## config.mk

```make
export PLATFORM = sky130hd
export DESIGN_NAME = macs_seq_ctrl
export DESIGN_NICKNAME = d
export VERILOG_FILES = /design/src/rtl/macs_seq_ctrl_pkg.sv /design/src/rtl/macs_seq_ctrl.sv
export SDC_FILE = /design/constraint.sdc
export NUM_CORES = 1
export LEC_CHECK = 0
export ABC_AREA = 1
export CAP_MARGIN = 20
export CORE_AREA = 2 2 221 223
export DETAILED_ROUTE_END_ITERATION = 12
export DIE_AREA = 0 0 223 225
export GPL_TIMING_DRIVEN = 0
export PLACE_DENSITY_LB_ADDON = 0.08
export RECOVER_POWER = 25
export SETUP_SLACK_MARGIN = 0.2
export SLEW_MARGIN = 5
export SYNTH_ARGS = -nofsm -noshare
export SYNTH_HDL_FRONTEND = slang
export SYNTH_SLANG_ARGS = --single-unit
```

## constraint.sdc

```tcl
create_clock -name clk -period 2.9 [get_ports clk]
set_input_delay 0.435 -clock clk [delete_from_list [all_inputs] [get_ports clk]]
set_output_delay 0.435 -clock clk [all_outputs]
set_load 0.02 [all_outputs]
```

## src/rtl/macs_seq_ctrl_pkg.sv

```systemverilog
// Shared definitions for the Macs sequencer: FSM states, operation modes and lane count.
package macs_seq_ctrl_pkg;

  localparam int LANES = 4;

  localparam logic MODE_MAC = 1'b0;
  localparam logic MODE_ADD = 1'b1;
  localparam logic SIG_ADD  = 1'b0;
  localparam logic SIG_SUB  = 1'b1;

  typedef enum logic [3:0] {
    IDLE,
    CHK,
    LDC,
    WTC,
    FET,
    ISS,
    WTM,
    WR,
    DONE
  } state_t;

endpackage

```

## src/rtl/macs_seq_ctrl.sv

```systemverilog
// Sequencer for the 4-lane Macs unit: walks GRP groups x LEN terms, fetching A/B/C operands,
// issuing one Macs op at a time, chaining results as the next accumulator and writing each group out.
module macs_seq_ctrl
  import macs_seq_ctrl_pkg::*;
#(
  parameter int AW = 10,
  parameter int LW = 11,
  parameter int GW = 8
) (
  input  logic                   clk,
  input  logic                   rst,
  input  logic                   start,
  input  logic                   cfg_mode,
  input  logic                   cfg_signal,
  input  logic [LW-1:0]          cfg_len,
  input  logic [GW-1:0]          cfg_grp,
  input  logic [AW-1:0]          cfg_a_base,
  input  logic [AW-1:0]          cfg_b_base,
  input  logic [AW-1:0]          cfg_c_base,
  input  logic [AW-1:0]          cfg_o_base,
  output logic                   busy,
  output logic                   done,
  output logic                   a_rd_en,
  output logic [AW-1:0]          a_rd_addr,
  input  logic [8*LANES-1:0]     a_rd_data,
  output logic                   b_rd_en,
  output logic [AW-1:0]          b_rd_addr,
  input  logic [16*LANES-1:0]    b_rd_data,
  output logic                   c_rd_en,
  output logic [AW-1:0]          c_rd_addr,
  input  logic [16*LANES-1:0]    c_rd_data,
  output logic                   wr_en,
  output logic [AW-1:0]          wr_addr,
  output logic [16*LANES-1:0]    wr_data,
  output logic                   mac_en,
  output logic                   mac_mode,
  output logic                   mac_signal,
  output logic [8*LANES-1:0]     mac_a,
  output logic [16*LANES-1:0]    mac_b,
  output logic [16*LANES-1:0]    mac_c,
  input  logic [16*LANES-1:0]    mac_result,
  input  logic                   mac_done
);

  state_t                r_state;
  state_t                w_next_state;

  logic                  r_mode;
  logic                  r_signal;
  logic [LW-1:0]         r_len;
  logic [GW-1:0]         r_grp;
  logic [AW-1:0]         r_a_base;
  logic [AW-1:0]         r_b_base;
  logic [AW-1:0]         r_c_base;
  logic [AW-1:0]         r_o_base;

  logic [LW-1:0]         r_k;
  logic [GW-1:0]         r_g;
  logic [AW-1:0]         r_b_ptr;
  logic [16*LANES-1:0]   r_acc;

  logic                  r_mac_en;
  logic [8*LANES-1:0]    r_mac_a;
  logic [16*LANES-1:0]   r_mac_b;
  logic [16*LANES-1:0]   r_mac_c;

  logic [LW-1:0]         w_k_inc;
  logic [GW-1:0]         w_g_inc;
  logic                  w_mac_ack;

  assign w_k_inc = r_k + LW'(1);
  assign w_g_inc = r_g + GW'(1);
  // mac_done is only honoured once the issue pulse has retired, so a result can never pair with a stale op.
  assign w_mac_ack = (r_state == WTM) && mac_done && !r_mac_en;

  always_comb begin
    // NOTE: every always_comb target gets a default before the case, otherwise a missed branch infers a latch.
    w_next_state = r_state;
    unique case (r_state)
      IDLE: if (start) w_next_state = CHK;
      CHK:  w_next_state = (r_grp == '0) ? DONE : LDC;
      LDC:  w_next_state = WTC;
      WTC:  w_next_state = (r_len == '0) ? WR : FET;
      FET:  w_next_state = ISS;
      ISS:  w_next_state = WTM;
      WTM:  if (w_mac_ack) w_next_state = (w_k_inc == r_len) ? WR : FET;
      WR:   w_next_state = (w_g_inc == r_grp) ? DONE : LDC;
      DONE: w_next_state = IDLE;
      default: w_next_state = IDLE;
    endcase
  end

  always_ff @(posedge clk) begin
    // NOTE: registers use non-blocking assignments so every flop samples pre-edge values regardless of statement order.
    if (rst) begin
      r_state  <= IDLE;
      r_mode   <= 1'b0;
      r_signal <= 1'b0;
      r_len    <= '0;
      r_grp    <= '0;
      r_a_base <= '0;
      r_b_base <= '0;
      r_c_base <= '0;
      r_o_base <= '0;
      r_k      <= '0;
      r_g      <= '0;
      r_b_ptr  <= '0;
      r_acc    <= '0;
      r_mac_en <= 1'b0;
      r_mac_a  <= '0;
      r_mac_b  <= '0;
      r_mac_c  <= '0;
    end else begin
      r_state  <= w_next_state;
      r_mac_en <= 1'b0;
      unique case (r_state)
        IDLE: begin
          if (start) begin
            r_mode   <= cfg_mode;
            r_signal <= cfg_signal;
            r_len    <= cfg_len;
            r_grp    <= cfg_grp;
            r_a_base <= cfg_a_base;
            r_b_base <= cfg_b_base;
            r_c_base <= cfg_c_base;
            r_o_base <= cfg_o_base;
            r_k      <= '0;
            r_g      <= '0;
            r_b_ptr  <= cfg_b_base;
          end
        end
        WTC: r_acc <= c_rd_data;
        ISS: begin
          r_mac_a  <= a_rd_data;
          r_mac_b  <= b_rd_data;
          r_mac_c  <= r_acc;
          r_mac_en <= 1'b1;
        end
        WTM: begin
          if (w_mac_ack) begin
            r_acc   <= mac_result;
            r_k     <= w_k_inc;
            // B is row-major with grp words per row, so the next term of this group is one row down.
            r_b_ptr <= r_b_ptr + AW'(r_grp);
          end
        end
        WR: begin
          r_g     <= w_g_inc;
          r_k     <= '0;
          r_b_ptr <= r_b_base + AW'(w_g_inc);
        end
        default: ;
      endcase
    end
  end

  assign busy      = (r_state != IDLE);
  assign done      = (r_state == DONE);

  assign c_rd_en   = (r_state == LDC);
  assign c_rd_addr = c_rd_en ? r_c_base + AW'(r_g) : '0;
  assign a_rd_en   = (r_state == FET);
  assign a_rd_addr = a_rd_en ? r_a_base + AW'(r_k) : '0;
  assign b_rd_en   = (r_state == FET);
  assign b_rd_addr = b_rd_en ? r_b_ptr : '0;

  assign wr_en     = (r_state == WR);
  assign wr_addr   = wr_en ? r_o_base + AW'(r_g) : '0;
  assign wr_data   = wr_en ? r_acc : '0;

  assign mac_en     = r_mac_en;
  assign mac_mode   = r_mode;
  assign mac_signal = r_signal;
  assign mac_a      = r_mac_a;
  assign mac_b      = r_mac_b;
  assign mac_c      = r_mac_c;

endmodule

```

== Yosys cells after proc, flatten, opt, wreduce, memory -nomap -nowiden ==
Index checks and enable logic that the tools add are counted.

* Add/subtract/negate cells: 7
* $mul: 0
* Divide/modulo/power cells: 0
* Order comparisons: 0
* Eq/ne operators: 12
* Shifts and indexed selects: 0
* Multiplexer cells: 23
* Bitwise logic cells: 0
* Reductions and logical operators: 15

{| class="wikitable"
|+ Operators by type and width
! operator !! count
|-
| 2-to-1 mux 64 bit || 2
|-
| case mux 64 bit (2 select lines) || 1
|-
| 2-to-1 mux 10 bit || 6
|-
| adder 10 x 8 -> 10 bit || 4
|-
| case mux 11 bit (3 select lines) || 1
|-
| case mux 4 bit (8 select lines) || 1
|-
| case mux 10 bit (3 select lines) || 1
|-
| 2-to-1 mux 11 bit || 2
|-
| equality test 4 x 3 -> 1 bit (second input constant) || 4
|-
| 2-to-1 mux 4 bit || 4
|-
| case mux 8 bit (2 select lines) || 1
|-
| adder 11 x 1 -> 11 bit (second input constant) || 1
|-
| equality test 11 bit || 1
|-
| zero test 11 bit || 1
|-
| adder 10 bit || 1
|-
| adder 8 x 1 -> 8 bit (second input constant) || 1
|-
| equality test 4 x 2 -> 1 bit (second input constant) || 2
|-
| equality test 8 bit || 1
|-
| zero test 8 bit || 1
|-
| 2-to-1 mux 8 bit || 1
|-
| AND reduction 2 bit || 4
|-
| equality test 4 x 1 -> 1 bit (second input constant) || 1
|-
| equality test 4 bit (second input constant) || 1
|-
| zero test 4 bit || 1
|-
| other kinds (9) || 13
|}

* Register bits: 319
* Latch bits: 0
* Bits in writable memories: 0
* Memory bits (read-only): 0
* Input port bits: 289
* Output and inout bits: 273
* Memories: 0

== Depth between registers and ports, before layout ==
Gate-level depths: netlist of run 1.

* Depth in word-level cells: 5
* Depth in mapped cells: 17
* Depth with buffers taken out: 17

== Worst setup path after synthesis of run 1 ==
OpenSTA, ideal clock, no wires.

* Kind: register to output
* Start: register r_g[0]
* End: output c_rd_addr[8]
* Arrival: 1.898 ns
* Data required time: 2.465 ns
* Slack: 0.567 ns
* Cell stages (with the launch flop): 12
* Buffers on the path: 0
* Cells stage by stage: dfxtp_1 -> ha_1 -> fa_1 -> nand3_1 -> nand2_1 -> nand2_1 -> nand2_1 -> a21oi_1 -> o21ai_0 -> nand2_1 -> a21oi_1 -> nor2_1

* Longest elaborated chain between the ends: 2

{| class="wikitable"
|+ RTL lines
! what !! line !! text
|-
| start, declared || macs_seq_ctrl.sv:58 || <nowiki>logic [GW-1:0] r_g;</nowiki>
|-
| start signal, assigned || macs_seq_ctrl.sv:148 || <nowiki>r_g <= w_g_inc;</nowiki>
|-
| adder 10 x 8 -> 10 bit || macs_seq_ctrl.sv:161 || <nowiki>assign c_rd_addr = c_rd_en ? r_c_base + AW'(r_g) : '0;</nowiki>
|-
| 2-to-1 mux 10 bit || macs_seq_ctrl.sv:161 ||
|-
| end, declared || macs_seq_ctrl.sv:30 || <nowiki>output logic [AW-1:0] c_rd_addr,</nowiki>
|}

No other way between the ends.

== Worst setup path after layout of run 1 ==
Same ends and word-level chain as after synthesis.

==> impl_table.tex, run 1 <==
\begin{tabular}{lr}
\hline
Metric & Value \\
\hline
\multicolumn{2}{l}{\textbf{Run status}} \\
Status & completed \\
\multicolumn{2}{l}{\textbf{Route}} \\
Count of antenna-violating nets left after detailed routing & 0 \\
Drt first-iter violations & 822 \\
Post-DR wirelength/cell & 19.1 µm \\
Via density per instance & 4.88 \\
Total wirelength of the detailed-routed design & 64600 µm \\
Detailed-router iteration count before antenna repair & 5 \\
DRC & 0 \\
Vias post-DR & 16500 \\
\multicolumn{2}{l}{\textbf{Logic synthesis}} \\
Syn avg cell area & 7.06 µm² \\
Largest area contributor in the synthesized netlist & sky130\_fd\_sc\_hd\_\_dfxtp\_1 \\
Mapped Nets & 2443 \\
Count of different cell masters after synthesis & 45 \\
Mapped Area & 14900 µm² \\
Number of register bits inferred by synthesis & 319 \\
Number of enable flip-flop cells after synthesis & 0 \\
Instance count of the mapped netlist & 2106 \\
Top FF cell, synth & sky130\_fd\_sc\_hd\_\_dfxtp\_1 \\
Async set-or-reset flop fraction in the synthesized netlist & 0\% \\
Synth Warn \# & 0 \\
Fraction of the yosys area taken by sequential cells & 43.0\% \\
Top-area cell type share of the netlist area & 43.0\% \\
Main area contributors after synthesis & sky130\_fd\_sc\_hd\_\_dfxtp\_1, sky130\_fd\_sc\_hd\_\_o21ai\_0, sky130\_fd\_sc\_hd\_\_nor2\_1 \\
\multicolumn{2}{l}{\textbf{Setup path}} \\
Delay of the slowest critical-path stage & 0.37 ns \\
CP Data Arrival Time & 2.39 ns \\
Critical Path Source & r\_g[0]\$\_SDFFE\_PP0P\_ \\
Crit. path cell count & 12 \\
CP Capture Point & c\_rd\_addr[8] \\
Startpoint of the most critical register-to-register path & r\_g[0]\$\_SDFFE\_PP0P\_ \\
Maximum net fanout on the critical path & 4 \\
Chain of cells forming the critical path & ha\_4 -> fa\_2 -> nand3\_2 -> nand2\_2 -> nand2\_2 -> nand2\_2 -> a21oi\_4 -> o21ai\_1 -> nand2\_1 -> a21oi\_1 -> nor2\_1 -> buf\_4 \\
Crit path top cell by count & sky130\_fd\_sc\_hd\_\_nand2\_2 \\
Number of buffer and inverter instances along the worst setup path & 1 \\
Worst reg-to-reg path cell count & 16 \\
Critical Path Source Type & flop \\
Required @ worst endpoint & 2.47 ns \\
Minimum setup slack among reg-to-reg paths & 0.33 ns \\
Destination of the worst register-to-register timing path & r\_b\_ptr[7]\$\_SDFFE\_PP0P\_ \\
Endpoint type of the worst setup path & primary output \\
Critical path class & flop to primary output \\
Critical path's top delay family & adder cells \\
Cell with the largest stage delay on the worst path & sky130\_fd\_sc\_hd\_\_dfxtp\_4 \\
\multicolumn{2}{l}{\textbf{Cells and area}} \\
Final Util & 48.7\% \\
Post-route cell area & 23200 µm² \\
Share of cells above drive strength 1 & 12.5\% \\
Count of placed standard cells in the final layout, fillers left out & 3387 \\
Area growth from synthesis to layout & 55.8\% \\
Total Nets Final & 3079 \\
\multicolumn{2}{l}{\textbf{STA}} \\
Slew at the pin closest to its max-slew limit & 0.867 ns \\
Max Freq & 0.354 GHz \\
Endpoints failing hold & 0 \\
Count of pins over their slew limit & 0 \\
Aggregate negative setup slack & 0 ns \\
Remaining max-slew budget at the tightest pin & 42.2\% \\
Final Critical Period & 2.82 ns \\
Setup repair after global routing missed its margin & yes \\
Final period utilization & 97.4\% \\
Clock Skews & 0.0233 ns \\
Final Setup Violations & 0 \\
\multicolumn{2}{l}{\textbf{Clock network}} \\
Clock Pin Slew Worst Setup and Hold Paths & 0.06 ns \\
Maximum clock path buffer count & 3 \\
\# H-tree levels & 2 \\
CTS buffer count & 39 \\
TritonCTS sink count & 319 \\
CTS tree & built \\
Hold-fix buffer count after cts & 0 \\
Insertion delay of the later-clocked pin in the worst-skew pair & 0.56 ns \\
Clock root buffer master & sky130\_fd\_sc\_hd\_\_clkbuf\_16 \\
\multicolumn{2}{l}{\textbf{Place}} \\
Count of buffers from port buffering & 560 \\
Number of cells after detailed placement & 3281 \\
Dpl hpwl & 49800 µm \\
Placed cell areas & 21200 µm² \\
Routability cong. & 0.894 \\
\multicolumn{2}{l}{\textbf{Floorplan}} \\
\# IOs & 562 \\
Die W & 223 µm \\
Die extent in y & 225 µm \\
Number of cell rows & 80 \\
Die area & 50200 µm² \\
Starting density of the core & 31.3\% \\
Area of the core & 47500 µm² \\
\multicolumn{2}{l}{\textbf{Run}} \\
Max\_cap viols & 0 \\
\multicolumn{2}{l}{\textbf{Power}} \\
Largest vdd supply drop & 0.332 mV \\
Power Dens Cells & 536 nW/µm² \\
Reported leakage power & 9.38 nW \\
Post-route total power & 12.4 mW \\
\multicolumn{2}{l}{\textbf{Hold path}} \\
Class of the tightest hold or removal check & input port to flop \\
\multicolumn{2}{l}{\textbf{Global route}} \\
Total grt overflow & 0 \\
Via count of the first global-routing pass & 16300 \\
Wire length of the first global-routing pass & 95500 µm \\
All-Layer GR Usage & 24.6\% \\
Largest net degree at the start of global routing & 13 \\
Number of antenna violations at the first check in global routing & 5 \\
\hline
\end{tabular}
==> state kept, by name (all words and copies together), names as in the netlist <==
name,flops
mac_mode,1
r_g,8
mac_a,32
r_grp,8
r_len,11
mac_en,1
r_a_base,10
r_b_ptr,10
mac_c,64
r_b_base,10
r_acc,64
r_k,11
r_state,4
r_o_base,10
r_c_base,10
mac_signal,1
mac_b,64
==> worst reg2reg max path: cells and delay by family, from the launching register on <==
family | cells | cell delay (ns)
adder cells (fa/ha/maj) | 2 | 0.55
flip-flops | 1 | 0.37
buffers and inverters | 3 | 0.26
AND/OR/NAND/NOR | 8 | 0.70
AO/OA/AOI/OAI | 3 | 0.59
==> synthesized netlist by cell type, types with 2 or more instances <==
cell and count:
sky130_fd_sc_hd__buf_1 5, sky130_fd_sc_hd__buf_4 2, sky130_fd_sc_hd__o211ai_1 2, sky130_fd_sc_hd__a21oi_1 221, sky130_fd_sc_hd__ha_1 43, sky130_fd_sc_hd__clkbuf_1 74
sky130_fd_sc_hd__a31oi_1 67, sky130_fd_sc_hd__nand2_2 4, sky130_fd_sc_hd__nor4_1 2, sky130_fd_sc_hd__o21bai_1 4, sky130_fd_sc_hd__xor2_1 4, sky130_fd_sc_hd__a21oi_2 2
sky130_fd_sc_hd__dfxtp_1 319, sky130_fd_sc_hd__nor2_1 325, sky130_fd_sc_hd__nand2_1 316, sky130_fd_sc_hd__nand4_1 10, sky130_fd_sc_hd__nor2_2 4, sky130_fd_sc_hd__nor3_1 7
sky130_fd_sc_hd__nand2_4 3, sky130_fd_sc_hd__buf_2 43, sky130_fd_sc_hd__clkinv_1 3, sky130_fd_sc_hd__o21ai_0 335, sky130_fd_sc_hd__inv_2 7, sky130_fd_sc_hd__nor2_4 2
sky130_fd_sc_hd__fa_1 5, sky130_fd_sc_hd__nand3_1 66, sky130_fd_sc_hd__inv_1 206, sky130_fd_sc_hd__o2111ai_1 3, sky130_fd_sc_hd__xnor2_1 3, sky130_fd_sc_hd__nand3b_1 4
==> routing by layer <==
metal / up-vias / global-route usage [%] / routed length [µm]
li1: 8222 / - / -
met1: 7679 / 28.8 / 26500
met2: 543 / 44.5 / 32100
met3: 80 / 6.14 / 4450
met4: 4 / 6.39 / 1500
met5: - / 0 / 36
==> report_power, final <==
part	switching, mW	internal, mW	total [mW]
Clock	2.00	2.86	4.86
Combinational	1.46	1.07	2.53
Sequential	0.290	4.73	5.02
Total	3.74	8.67	12.4
==> how the worst min path moves through the flow <==
| stage | from | endpoint | slack [ns] | depth (start not counted) |
|---|---|---|---|---|
| 6_report | rst | r_b_ptr[2]$_SDFFE_PP0P_ | 0.22 | 2 |
| 5_1_grt | rst | r_b_ptr[2]$_SDFFE_PP0P_ | 0.22 | 2 |
| 4_1_cts | rst | r_b_ptr[2]$_SDFFE_PP0P_ | 0.20 | 2 |
| 3_5_place_dp | mac_mode$_SDFFE_PP0P_ | mac_mode$_SDFFE_PP0P_ | 0.44 | 2 |
| 3_3_place_gp | mac_mode$_SDFFE_PP0P_ | mac_mode$_SDFFE_PP0P_ | 0.43 | 2 |
| 2_1_floorplan | r_a_base[0]$_SDFFE_PP0P_ | r_a_base[0]$_SDFFE_PP0P_ | 0.43 | 2 |
==> layout by cell type, fill, tap and decap left out, drive strengths merged, types with 2 or more instances in the layout <==
| cell | netlist | routed |
|---|---|---|
| clkdlybuf4s50 | 0 | 373 |
| o21ai | 336 | 336 |
| nor2 | 332 | 332 |
| nand2 | 323 | 323 |
| dfxtp | 319 | 319 |
| a21oi | 223 | 223 |
| inv | 213 | 213 |
| clkbuf | 74 | 185 |
| buf | 51 | 97 |
| dlygate4sd3 | 0 | 82 |
| a31oi | 67 | 67 |
| nand3 | 67 | 67 |
| ha | 43 | 43 |
| dlygate4sd2 | 0 | 27 |
| clkdlybuf4s15 | 0 | 13 |
| nand4 | 10 | 10 |
| clkinv | 3 | 8 |
| nor3 | 7 | 7 |
| fa | 5 | 5 |
| nand3b | 4 | 4 |
| xor2 | 4 | 4 |
| dlymetal6s2s | 0 | 4 |
| o21bai | 4 | 4 |
| clkinvlp | 0 | 3 |
| xnor2 | 3 | 3 |
| o2111ai | 3 | 3 |
| o211ai | 3 | 3 |
| nor4 | 2 | 2 |
| or2 | 2 | 2 |
==> timing repair <==
action | CTS | global route
resized for setup | 273 | 182
endpoints found under the setup margin | 112 | 89
buffers inserted | 21 | 14
pin swaps | 13 | 30
hold endpoints to repair | 0 | 0
==> cells by family (layout without fill, tap and decap cells) <==
logic type | Yosys count | count (layout) | share of synthesized area, %
buffers and inverters | 342 | 1007 | 9.29
XOR/XNOR | 7 | 7 | 0.412
AND/OR/NAND/NOR | 747 | 747 | 20.4
adder cells (fa/ha/maj) | 48 | 48 | 4.29
other | 0 | 1 | 0
flip-flops | 319 | 319 | 43.0
AO/OA/AOI/OAI | 643 | 643 | 22.7
==> through the flow <==
stage | worst slack [ns] | hold WS (ns)
final | 0.0766 | 0.224
after global routing | -0.0723 | 0.222
after CTS | 0.0258 | 0.201
after detailed placement | -0.376 | 0.438
after global placement | -0.342 | 0.433
after floorplan | 0.567 | 0.428
==> area by class of cell <==
| type | count | area (µm²) |
|---|---|---|
| fillers | 4782 | 24400 |
| well taps | 615 | 769 |
| inverters | 216 | 817 |
| plain buffers | 126 | 594 |
| repair buffers | 595 | 5600 |
| diodes | 1 | 2.50 |
| clock inverters | 9 | 90.1 |
| flip-flops and latches | 319 | 6450 |
| multi-input cells | 1445 | 7680 |
| clock buffers | 61 | 1170 |
Note: power is estimated with default switching activity, not from simulation.
==> run 2, diff against run 1 <==
--- a/config.mk
+++ b/config.mk
@@ -6,7 +6,7 @@
 export NUM_CORES = 1
 export LEC_CHECK = 0
 export ABC_AREA = 1
-export CAP_MARGIN = 20
+export CAP_MARGIN = 5
 export CORE_AREA = 2 2 221 223
 export DETAILED_ROUTE_END_ITERATION = 12
 export DIE_AREA = 0 0 223 225
@@ -14,6 +14,7 @@
 export PLACE_DENSITY_LB_ADDON = 0.08
 export RECOVER_POWER = 25
 export SETUP_SLACK_MARGIN = 0.2
+export SKIP_LAST_GASP = 1
 export SLEW_MARGIN = 5
 export SYNTH_ARGS = -nofsm -noshare
 export SYNTH_HDL_FRONTEND = slang
==> run 2 against run 1 <==
  * Final cell count unchanged
  * Largest power group unchanged
  * Global-route usage unchanged
  * Largest cell class unchanged
  * Critical path type unchanged
  * Critical path depth unchanged
  * Register-to-register slack about the same
  * Sequential power about the same
  * Via count down 0.11%
==> impl_table.tex, run 2 (synthesized netlist as in run 1, its figures left out) <==
\begin{tabular}{lr}
\hline
Metric & Value \\
\hline
\multicolumn{2}{l}{\textbf{Run}} \\
Max\_cap viols & 0 \\
\multicolumn{2}{l}{\textbf{Power}} \\
Relative contribution of combinational cells to total power & 20.3\% \\
Internal cell power & 8.66 mW \\
Part of the power in registers & 40.5\% \\
P\_sw & 3.74 mW \\
Largest vdd supply drop & 0.332 mV \\
Clock power share & 39.2\% \\
Reported leakage power & 9.38 nW \\
Power Dens Cells & 536 nW/µm² \\
Switching share of power & 30.1\% \\
Post-route total power & 12.4 mW \\
\multicolumn{2}{l}{\textbf{Place}} \\
Count of buffers from port buffering & 560 \\
Routability cong. & 0.894 \\
Placed cell areas & 21200 µm² \\
Dpl hpwl & 49800 µm \\
\multicolumn{2}{l}{\textbf{Cells and area}} \\
Most common cell after layout, fill and taps aside & sky130\_fd\_sc\_hd\_\_clkdlybuf4s50\_1 \\
Area growth from synthesis to layout & 55.8\% \\
Post-route cell area & 23200 µm² \\
Leading cell types in the layout, fill and taps excluded & sky130\_fd\_sc\_hd\_\_clkdlybuf4s50\_1, sky130\_fd\_sc\_hd\_\_o21ai\_0, sky130\_fd\_sc\_hd\_\_nor2\_1 \\
Share of cells above drive strength 1 & 12.3\% \\
Total Nets Final & 3079 \\
Final Util & 48.7\% \\
\multicolumn{2}{l}{\textbf{Route}} \\
Total wirelength of the detailed-routed design & 64600 µm \\
Count of antenna-violating nets left after detailed routing & 0 \\
Post-DR wirelength/cell & 19.1 µm \\
DRC & 0 \\
Drt first-iter violations & 818 \\
Detailed-router iteration count before antenna repair & 5 \\
Via density per instance & 4.87 \\
Vias post-DR & 16500 \\
\multicolumn{2}{l}{\textbf{Setup path}} \\
Destination of the worst register-to-register timing path & r\_b\_ptr[7]\$\_SDFFE\_PP0P\_ \\
Critical Path Source Type & flop \\
CP Data Arrival Time & 2.39 ns \\
Endpoint type of the worst setup path & primary output \\
Maximum net fanout on the critical path & 4 \\
Minimum setup slack among reg-to-reg paths & 0.33 ns \\
Startpoint of the most critical register-to-register path & r\_g[0]\$\_SDFFE\_PP0P\_ \\
Worst reg-to-reg path cell count & 16 \\
Critical path class & flop to primary output \\
Required @ worst endpoint & 2.47 ns \\
\multicolumn{2}{l}{\textbf{STA}} \\
Final Setup Violations & 0 \\
Endpoints failing hold & 0 \\
Final period utilization & 97.4\% \\
Count of pins over their slew limit & 0 \\
Max Freq & 0.354 GHz \\
Remaining max-slew budget at the tightest pin & 42.2\% \\
Final Critical Period & 2.83 ns \\
Clock Skews & 0.0248 ns \\
Worst-case hold slack & 0.222 ns \\
Slew at the pin closest to its max-slew limit & 0.868 ns \\
Setup repair after global routing missed its margin & yes \\
\multicolumn{2}{l}{\textbf{Global route}} \\
Total grt overflow & 0 \\
Largest net degree at the start of global routing & 13 \\
Wire length of the first global-routing pass & 95500 µm \\
All-Layer GR Usage & 24.6\% \\
Via count of the first global-routing pass & 16300 \\
Number of antenna violations at the first check in global routing & 5 \\
\multicolumn{2}{l}{\textbf{Clock network}} \\
Clock Pin Slew Worst Setup and Hold Paths & 0.06 ns \\
CTS tree & built \\
Clock root buffer master & sky130\_fd\_sc\_hd\_\_clkbuf\_16 \\
Insertion delay of the later-clocked pin in the worst-skew pair & 0.56 ns \\
CTS buffer count & 39 \\
TritonCTS sink count & 319 \\
Maximum clock path buffer count & 3 \\
\# H-tree levels & 2 \\
\multicolumn{2}{l}{\textbf{Floorplan}} \\
Starting density of the core & 31.3\% \\
Die area & 50200 µm² \\
Die W & 223 µm \\
\# IOs & 562 \\
Die extent in y & 225 µm \\
Number of cell rows & 80 \\
Area of the core & 47500 µm² \\
\multicolumn{2}{l}{\textbf{Hold path}} \\
Class of the tightest hold or removal check & input port to flop \\
Hold Crit Start & rst \\
Hold worst-path end & r\_b\_ptr[2]\$\_SDFFE\_PP0P\_ \\
Cell count of the worst hold path & 2 \\
\multicolumn{2}{l}{\textbf{Run status}} \\
Status & completed \\
\hline
\end{tabular}
==> run 2: changes by cell type in the layout (fill, tap and decap cells not counted) <==
cell                              change
sky130_fd_sc_hd__clkdlybuf4s15_1      -2
sky130_fd_sc_hd__nand2_4              -1
sky130_fd_sc_hd__o21ai_2              -2
sky130_fd_sc_hd__o21ai_1              +2
sky130_fd_sc_hd__clkbuf_2             -1
sky130_fd_sc_hd__inv_2                -2
sky130_fd_sc_hd__dlygate4sd2_1        +3
sky130_fd_sc_hd__inv_1                +2
sky130_fd_sc_hd__nand2_2              +1
==> run 2: final cells by class <==
cell class | count | area (µm²)
fillers | 4783 | 24400
multi-input cells | 1445 | 7670
flip-flops and latches | 319 | 6450
repair buffers | 595 | 5600
clock buffers | 61 | 1170
inverters | 216 | 817
well taps | 615 | 769
plain buffers | 126 | 594
clock inverters | 9 | 90.1
diodes | 1 | 2.50
==> run 2: worst max path at each step <==
stage | startpoint | endpoint | slack, ns | cells after the start
2_1_floorplan | r_g[0]$_SDFFE_PP0P_ | c_rd_addr[8] | 0.57 | 11
3_3_place_gp | r_state[1]$_SDFFE_PP0P_ | b_rd_addr[6] | -0.34 | 7
3_5_place_dp | r_state[1]$_SDFFE_PP0P_ | b_rd_addr[6] | -0.38 | 7
4_1_cts | r_g[0]$_SDFFE_PP0P_ | c_rd_addr[8] | 0.03 | 12
5_1_grt | r_g[0]$_SDFFE_PP0P_ | c_rd_addr[8] | -0.07 | 12
6_report | r_g[0]$_SDFFE_PP0P_ | c_rd_addr[8] | 0.07 | 12
==> run 2: routing by layer <==
layer	wire, µm	up-vias	global-route usage [%]	part of all wire, %
met3	4570	79	6.14	7.1
met5	36	-	0	0.056
met4	1500	4	6.39	2.3
met2	32000	548	44.5	50
met1	26400	7655	28.8	41
li1	-	8223	-	-
==> run 2: power groups by stage <==
stage               sequential, mW  clock [mW]  combinational, mW
CTS                           5.00        4.98               2.47
floorplan                     5.06           0               1.34
detailed placement            5.08           0               2.40
global placement              5.08           0               2.38
finish                        5.02        4.86               2.52
global route                  5.07        5.14               2.79
==> run 2: per-stage QoR <==
step                      TNS [ns]  worst slack [ns]  cells
final                            0            0.0749   3387
after global routing       -0.0723           -0.0723   3387
after CTS                        0            0.0258   3372
after detailed placement     -2.58            -0.376   3281
after global placement       -1.91            -0.342   3281
after floorplan                  0             0.567   2106
==> run 2: critical path: stages (launching register included) <==
cell	delay, ns
sky130_fd_sc_hd__dfxtp_4	0.37
sky130_fd_sc_hd__ha_4	0.17
sky130_fd_sc_hd__fa_2	0.35
sky130_fd_sc_hd__nand3_2	0.09
sky130_fd_sc_hd__nand2_2	0.07
sky130_fd_sc_hd__nand2_2	0.07
sky130_fd_sc_hd__nand2_2	0.06
sky130_fd_sc_hd__a21oi_4	0.16
sky130_fd_sc_hd__o21ai_1	0.07
sky130_fd_sc_hd__nand2_1	0.08
sky130_fd_sc_hd__a21oi_1	0.06
sky130_fd_sc_hd__nor2_1	0.13
sky130_fd_sc_hd__buf_4	0.16
==> run 2: timing repair <==
item | in CTS | in global routing
gates resized for setup | 273 | 173
buffers inserted | 21 | 14
endpoints found under the setup margin | 112 | 89
hold buffers | 0 | 0
pin swaps | 13 | 29
